<file path="src/rtl/npu_pkg.sv">
// Shared constants and types for the NPU neuron datapath.
// Optional build macro used by the neuron MAC: NEURON_RELU_EN.
package npu_pkg;

    localparam int IMG_DEPTH  = 784;
    localparam int PIX_W      = 8;
    localparam int WGT_W      = 8;
    localparam int ACC_W      = 26;
    localparam int IMG_ADDR_W = 10;

    // Unsigned pixel widened by one sign bit, times a signed weight.
    localparam int PROD_W = PIX_W + WGT_W + 1;

    typedef enum logic [1:0] {
        IDLE  = 2'd0,
        RUN   = 2'd1,
        DRAIN = 2'd2,
        DONE  = 2'd3
    } state_t;

endpackage

</file>
<file path="src/rtl/npu_mac_stage.sv">
// Registered signed pixel x weight multiplier with a product-valid flag.
// Reusable building block for single- and multi-neuron arrays.
module npu_mac_stage
    import npu_pkg::*;
#(
    parameter int PIX_BITS = PIX_W,
    parameter int WGT_BITS = WGT_W,
    parameter int PRD_BITS = PROD_W
) (
    input  logic                       i_clk,
    input  logic                       i_rst,
    input  logic                       i_en,
    input  logic                       i_clr,
    input  logic [PIX_BITS-1:0]        i_pixel,
    input  logic [WGT_BITS-1:0]        i_weight,
    output logic signed [PRD_BITS-1:0] o_prod,
    output logic                       o_valid
);

    logic signed [PRD_BITS-1:0] w_pix_s;
    logic signed [PRD_BITS-1:0] w_wgt_s;
    logic signed [PRD_BITS-1:0] r_prod;
    logic                       r_valid;

    // Pixel is zero-extended, weight is sign-extended, to product width.
    always_comb begin
        w_pix_s = PRD_BITS'($signed({1'b0, i_pixel}));
        w_wgt_s = PRD_BITS'($signed(i_weight));
    end

    // Product register; clear drops the valid flag without touching data.
    always_ff @(posedge i_clk) begin
        if (i_rst) begin
            r_prod  <= '0;
            r_valid <= 1'b0;
        end else if (i_clr) begin
            r_valid <= 1'b0;
        end else if (i_en) begin
            r_prod  <= w_pix_s * w_wgt_s;
            r_valid <= 1'b1;
        end
    end

    assign o_prod  = r_prod;
    assign o_valid = r_valid;

endmodule

</file>
<file path="src/rtl/npu_neuron_mac.sv">
// Single-neuron dot product over one image: sum(pixel*weight) + bias.
// Build macro NEURON_RELU_EN clamps a negative result to zero.
module npu_neuron_mac
    import npu_pkg::*;
#(
    parameter int BIT_DEPTH  = PIX_W,
    parameter int ADDR_WIDTH = IMG_ADDR_W,
    parameter int DEPTH      = IMG_DEPTH,
    parameter int ACC_WIDTH  = ACC_W
) (
    input  logic                        clk,
    input  logic                        rst,
    input  logic                        start,
    output logic [ADDR_WIDTH-1:0]       rd_addr,
    input  logic [BIT_DEPTH-1:0]        pixel_in,
    input  logic [BIT_DEPTH-1:0]        weight_in,
    input  logic signed [ACC_WIDTH-1:0] bias_in,
    output logic                        busy,
    output logic                        done,
    output logic signed [ACC_WIDTH-1:0] acc_out
);

    localparam int PW = 2 * BIT_DEPTH + 1;

    state_t                      r_state;
    state_t                      w_state_nxt;
    logic [ADDR_WIDTH-1:0]       r_addr;
    logic [ADDR_WIDTH-1:0]       w_addr_nxt;
    logic signed [ACC_WIDTH-1:0] r_acc;
    logic signed [ACC_WIDTH-1:0] w_acc_nxt;
    logic signed [ACC_WIDTH-1:0] r_acc_out;
    logic signed [ACC_WIDTH-1:0] w_acc_out_nxt;
    logic signed [ACC_WIDTH-1:0] w_prod_ext;
    logic signed [ACC_WIDTH-1:0] w_result;
    logic signed [PW-1:0]        w_prod;
    logic                        w_pvalid;
    logic                        r_busy;
    logic                        w_busy_nxt;
    logic                        r_done;
    logic                        w_done_nxt;
    logic                        w_mac_en;
    logic                        w_mac_clr;
    logic                        w_last;

    npu_mac_stage #(
        .PIX_BITS (BIT_DEPTH),
        .WGT_BITS (BIT_DEPTH),
        .PRD_BITS (PW)
    ) u_mac (
        .i_clk    (clk),
        .i_rst    (rst),
        .i_en     (w_mac_en),
        .i_clr    (w_mac_clr),
        .i_pixel  (pixel_in),
        .i_weight (weight_in),
        .o_prod   (w_prod),
        .o_valid  (w_pvalid)
    );

    assign w_prod_ext = ACC_WIDTH'(w_prod);
    assign w_last     = (r_addr == ADDR_WIDTH'(DEPTH - 1));

`ifdef NEURON_RELU_EN
    assign w_result = r_acc[ACC_WIDTH-1] ? '0 : r_acc;
`else
    assign w_result = r_acc;
`endif

    // Next-state, address sweep and accumulate decisions.
    always_comb begin
        w_state_nxt   = r_state;
        w_addr_nxt    = r_addr;
        w_acc_nxt     = r_acc;
        w_acc_out_nxt = r_acc_out;
        w_busy_nxt    = r_busy;
        w_done_nxt    = 1'b0;
        w_mac_en      = 1'b0;
        w_mac_clr     = 1'b0;
        unique case (r_state)
            IDLE: begin
                w_addr_nxt = '0;
                if (start) begin
                    w_acc_nxt   = bias_in;
                    w_busy_nxt  = 1'b1;
                    w_state_nxt = RUN;
                end else begin
                    w_busy_nxt = 1'b0;
                end
            end
            RUN: begin
                w_mac_en = 1'b1;
                if (w_pvalid) begin
                    w_acc_nxt = r_acc + w_prod_ext;
                end
                if (w_last) begin
                    w_addr_nxt  = '0;
                    w_state_nxt = DRAIN;
                end else begin
                    w_addr_nxt = r_addr + ADDR_WIDTH'(1);
                end
            end
            DRAIN: begin
                w_acc_nxt   = r_acc + w_prod_ext;
                w_mac_clr   = 1'b1;
                w_state_nxt = DONE;
            end
            DONE: begin
                w_acc_out_nxt = w_result;
                w_done_nxt    = 1'b1;
                w_state_nxt   = IDLE;
            end
            default: begin
                w_state_nxt = IDLE;
            end
        endcase
    end

    // State and datapath registers; busy drops in the idle cycle after done.
    always_ff @(posedge clk) begin
        if (rst) begin
            r_state   <= IDLE;
            r_addr    <= '0;
            r_acc     <= '0;
            r_acc_out <= '0;
            r_busy    <= 1'b0;
            r_done    <= 1'b0;
        end else begin
            r_state   <= w_state_nxt;
            r_addr    <= w_addr_nxt;
            r_acc     <= w_acc_nxt;
            r_acc_out <= w_acc_out_nxt;
            r_busy    <= w_busy_nxt;
            r_done    <= w_done_nxt;
        end
    end

    assign rd_addr = r_addr;
    assign busy    = r_busy;
    assign done    = r_done;
    assign acc_out = r_acc_out;

endmodule
</file>
<file path="config.mk">
export PLATFORM = sky130hd
export DESIGN_NAME = npu_neuron_mac
export DESIGN_NICKNAME = d
export VERILOG_FILES = /design/src/rtl/npu_pkg.sv /design/src/rtl/npu_mac_stage.sv /design/src/rtl/npu_neuron_mac.sv
export SDC_FILE = /design/constraint.sdc
export NUM_CORES = 1
export LEC_CHECK = 0
export ABC_AREA = 1
export CAP_MARGIN = 5
export CELL_PAD_IN_SITES_DETAIL_PLACEMENT = 2
export CELL_PAD_IN_SITES_GLOBAL_PLACEMENT = 2
export CORE_UTILIZATION = 35
export CTS_BUF_LIST = sky130_fd_sc_hd__clkbuf_4
export CTS_CLUSTER_SIZE = 24
export DETAILED_ROUTE_END_ITERATION = 7
export GPL_TIMING_DRIVEN = 0
export PLACE_DENSITY_LB_ADDON = 0.1
export SLEW_MARGIN = 10
export SYNTH_ARGS = -nofsm -noshare
export SYNTH_HDL_FRONTEND = slang
export SYNTH_SLANG_ARGS = --single-unit
</file>
<file path="constraint.sdc">
create_clock -name clk -period 10.78 [get_ports clk]
set_input_delay 2.156 -clock clk [delete_from_list [all_inputs] [get_ports clk]]
set_output_delay 2.156 -clock clk [all_outputs]
set_load 0.1 [all_outputs]
</file>
==> flow_metrics.py <==
metrics = {
    "outcome": {
        "status": "finished, final reports clean",
    },
    "cts": {
        "tritoncts": "built",
        "clkSlewWorstSetupHoldPaths_ps": 150,
        "postCtsHoldBufs": 0,
        "numClockSinks": 84,
        "cts_resized": 0,
        "cts_buffer_depth": 2,
        "cts_setup_buffers": 0,
        "insertion_delay_ps": 490,
        "htreeDepth": 3,
        "cts_root_buffer": "clkbuf_4",
        "cts_buffers": 9,
    },
    "critical_path": {
        "rr_endpoint": "r_acc[16]",
        "slowest_delay_ps": 570,
        "start_kind": "input port",
        "crit_buf_inv": 6,
        "worstSetupPathType": "in -> reg",
        "crit_chain": "clkdlybuf4s50_1, clkinv_1, or2_2, fa_1, fa_1, inv_1, fa_1, inv_1, fa_1, inv_1, ha_1, a21oi_1, o21ai_2, a21boi_1, o21ai_2, nand2_1, nand2_1, nand2_1, nand3_1, nand2_1, inv_1",
        "rrSetupSlack_ps": 8360,
        "critPathTopFamily": "adder cells",
        "cp.arrival_ps": 7050,
        "critPathMaxFanout": 9,
        "rr_worst_depth": 13,
        "crit_path_end_kind": "register",
        "cp.depth": 21,
        "worst_ep_required_time_ps": 11170,
        "slowest_stage": "fa_1",
        "rr_startpoint": "u_mac.o_prod[0]",
    },
    "drt": {
        "dr.pass1.iters": 4,
        "ant_nets": 0,
        "via_count": 7542,
        "drt_wl_total_um": 26100,
        "vias_per_cell": 4.99,
        "drt_iter0_markers": 157,
        "drc": 0,
        "wire_per_inst_um": 17.3,
    },
    "placed_design": {
        "pre_cts_slack_ps": 3550,
        "dpl.hpwl_um": 22100,
        "io_buffer_count": 66,
        "place_area_um2": 8540,
        "routabilityCongestion": 0.870,
    },
    "timing": {
        "finalSetupTns_ps": 0,
        "finalClockSkew_ps": 23.0,
        "final-hold-violation-count": 0,
        "slew_violations": 0,
        "layout_setup_ws_ps": 4120,
        "tightest_slew_ps": 968,
        "rsz0062_at_grt": "no",
        "max_freq_mhz": 150,
        "fin_crit_sh": 0.618,
        "min_period_ps": 6660,
        "whs_ps": 506,
        "slew_headroom": 0.353,
        "setup_violations": 0,
    },
    "hold_path": {
        "hold_path_end": "acc_out[4]",
        "worstHoldStart": "r_acc[4]",
        "hold_class": "reg -> reg",
        "min_path_cells": 2,
    },
    "global_route": {
        "grt_pass1_vias": 8443,
        "grt.met1_usage": 0.285,
        "antenna_found_initial": 1,
        "grtUsageMet2": 0.481,
        "grt_pass1_wl_um": 42700,
        "top_usage_layer": "met2",
        "grtUsageMet3": 0.0306,
        "grt_max_degree": 16,
        "grtUsageTotal": 0.249,
        "grt_overflow_total": 0,
    },
    "die": {
        "die_width_um": 149,
        "dieArea_um2": 22100,
        "start_util": 0.357,
        "die_h_um": 149,
        "coreArea_um2": 21100,
        "rows": 53,
        "ios": 83,
    },
    "synthesis": {
        "synth.most_common_cell": "nand2_1",
        "syn_inst": 1152,
        "synth_top_area_cell": "dfxtp_1",
        "syn_area_per_cell_um2": 6.54,
        "yosysUniqueCellTypes": 43,
        "synth_edf_count": 0,
        "netlist_top_cells_area": "dfxtp_1, nand2_1, ha_1, inv_1, fa_1",
        "syn_nets": 1309,
        "synth_ff_type": "dfxtp_1",
        "netlist_top_cells_count": "nand2_1, inv_1, nor2_1",
        "seq_area_frac_synth": 0.223,
        "synth_top_area_frac": 0.223,
        "synthesis.yosys.warnings": 0,
        "synth-seq-cells": 84,
        "synth_area_um2": 7540,
        "synthArstFlopShare": 0,
    },
    "power_and_ir_drop": {
        "ir_worst_vdd_uv": 112,
        "p_leak_uw": 0.00454,
        "p_per_area_nw_per_um2": 245,
    },
    "layout": {
        "drive_gt1_frac": 0.0446,
        "syn_to_final_growth_pct": 15.3,
        "final_area_um2": 8690,
        "nets": 1386,
    },
    "job": {
        "drv_cap": 0,
    },
}
-- kinds of logic (layout without fill, tap and decap cells) --
logic type / count (synthesis) / in the layout / synth area share
simple gates: 519 / 519 / 0.278
compound gates: 167 / 167 / 0.126
flops: 84 / 84 / 0.223
fa+ha+maj: 112 / 112 / 0.224
other cells: 0 / 1 / 0
xor+xnor: 19 / 19 / 0.0221
buf+inv: 251 / 333 / 0.126
-- flip-flops by register name, summed over array words and instances (netlist names) --
signal / count
acc_out: 26
busy: 1
done: 1
r_acc: 26
r_state: 2
rd_addr: 10
u_mac.o_prod: 17
u_mac.o_valid: 1
-- cells in the final DEF, fill, tap and decap left out, drive strengths merged, types with 3 or more instances in the layout --
cell type,n
inv,210
nand3,45
buf,8
dfxtp,84
o21bai,5
nand2,288
o211ai,3
or2,4
clkdlybuf4s50,66
a21oi,74
o21ai,64
nor2,167
nor3,4
nand4,9
a211oi,7
clkbuf,45
xnor2,6
ha,74
xor2,13
fa,38
-- per-layer routing --
metal | part of all wire | vias to the layer above
met4 | 0.021 | 0
met1 | 0.42 | 3725
li1 | - | 3722
met3 | 0.024 | 27
met2 | 0.53 | 68
met5 | 0 | -
-- through the flow --
stage	cells	power, uW	utilization
floorplan	1152	1490	-
global placement	1493	1880	0.405
detailed placement	1493	1940	0.405
CTS	1509	2160	0.412
global route	1510	2330	0.412
finish	1510	2130	0.412
-- worst register-to-register path, delay by kind of cell, from the launching register on --
family	cells	cell delay (ps)
compound gates	3	430
fa+ha+maj	2	620
buf+inv	2	180
flops	1	410
simple gates	6	680
-- where the power goes --
group	internal (uW)	switching, uW
sequential	402	82.7
clock	75.7	131
combinational	445	990
-- worst max path at each step --
| stage | startpoint | to |
|---|---|---|
| 2_1_floorplan | weight_in[7] | u_mac.o_prod[12] |
| 3_3_place_gp | weight_in[7] | u_mac.o_prod[14] |
| 3_5_place_dp | weight_in[7] | u_mac.o_prod[14] |
| 4_1_cts | weight_in[7] | u_mac.o_prod[14] |
| 5_1_grt | weight_in[7] | u_mac.o_prod[14] |
| 6_report | weight_in[7] | u_mac.o_prod[14] |
-- final cells by class --
cell class / count / area (um2)
well taps: 275 / 344
flip-flops and latches: 84 / 1680
fillers: 2635 / 12400
clock inverters: 6 / 71.3
repair buffers: 66 / 661
diodes: 1 / 2.50
clock buffers: 10 / 75.1
multi-input cells: 817 / 4900
plain buffers: 43 / 173
inverters: 208 / 781
Note: power is estimated with default switching activity, not from simulation.
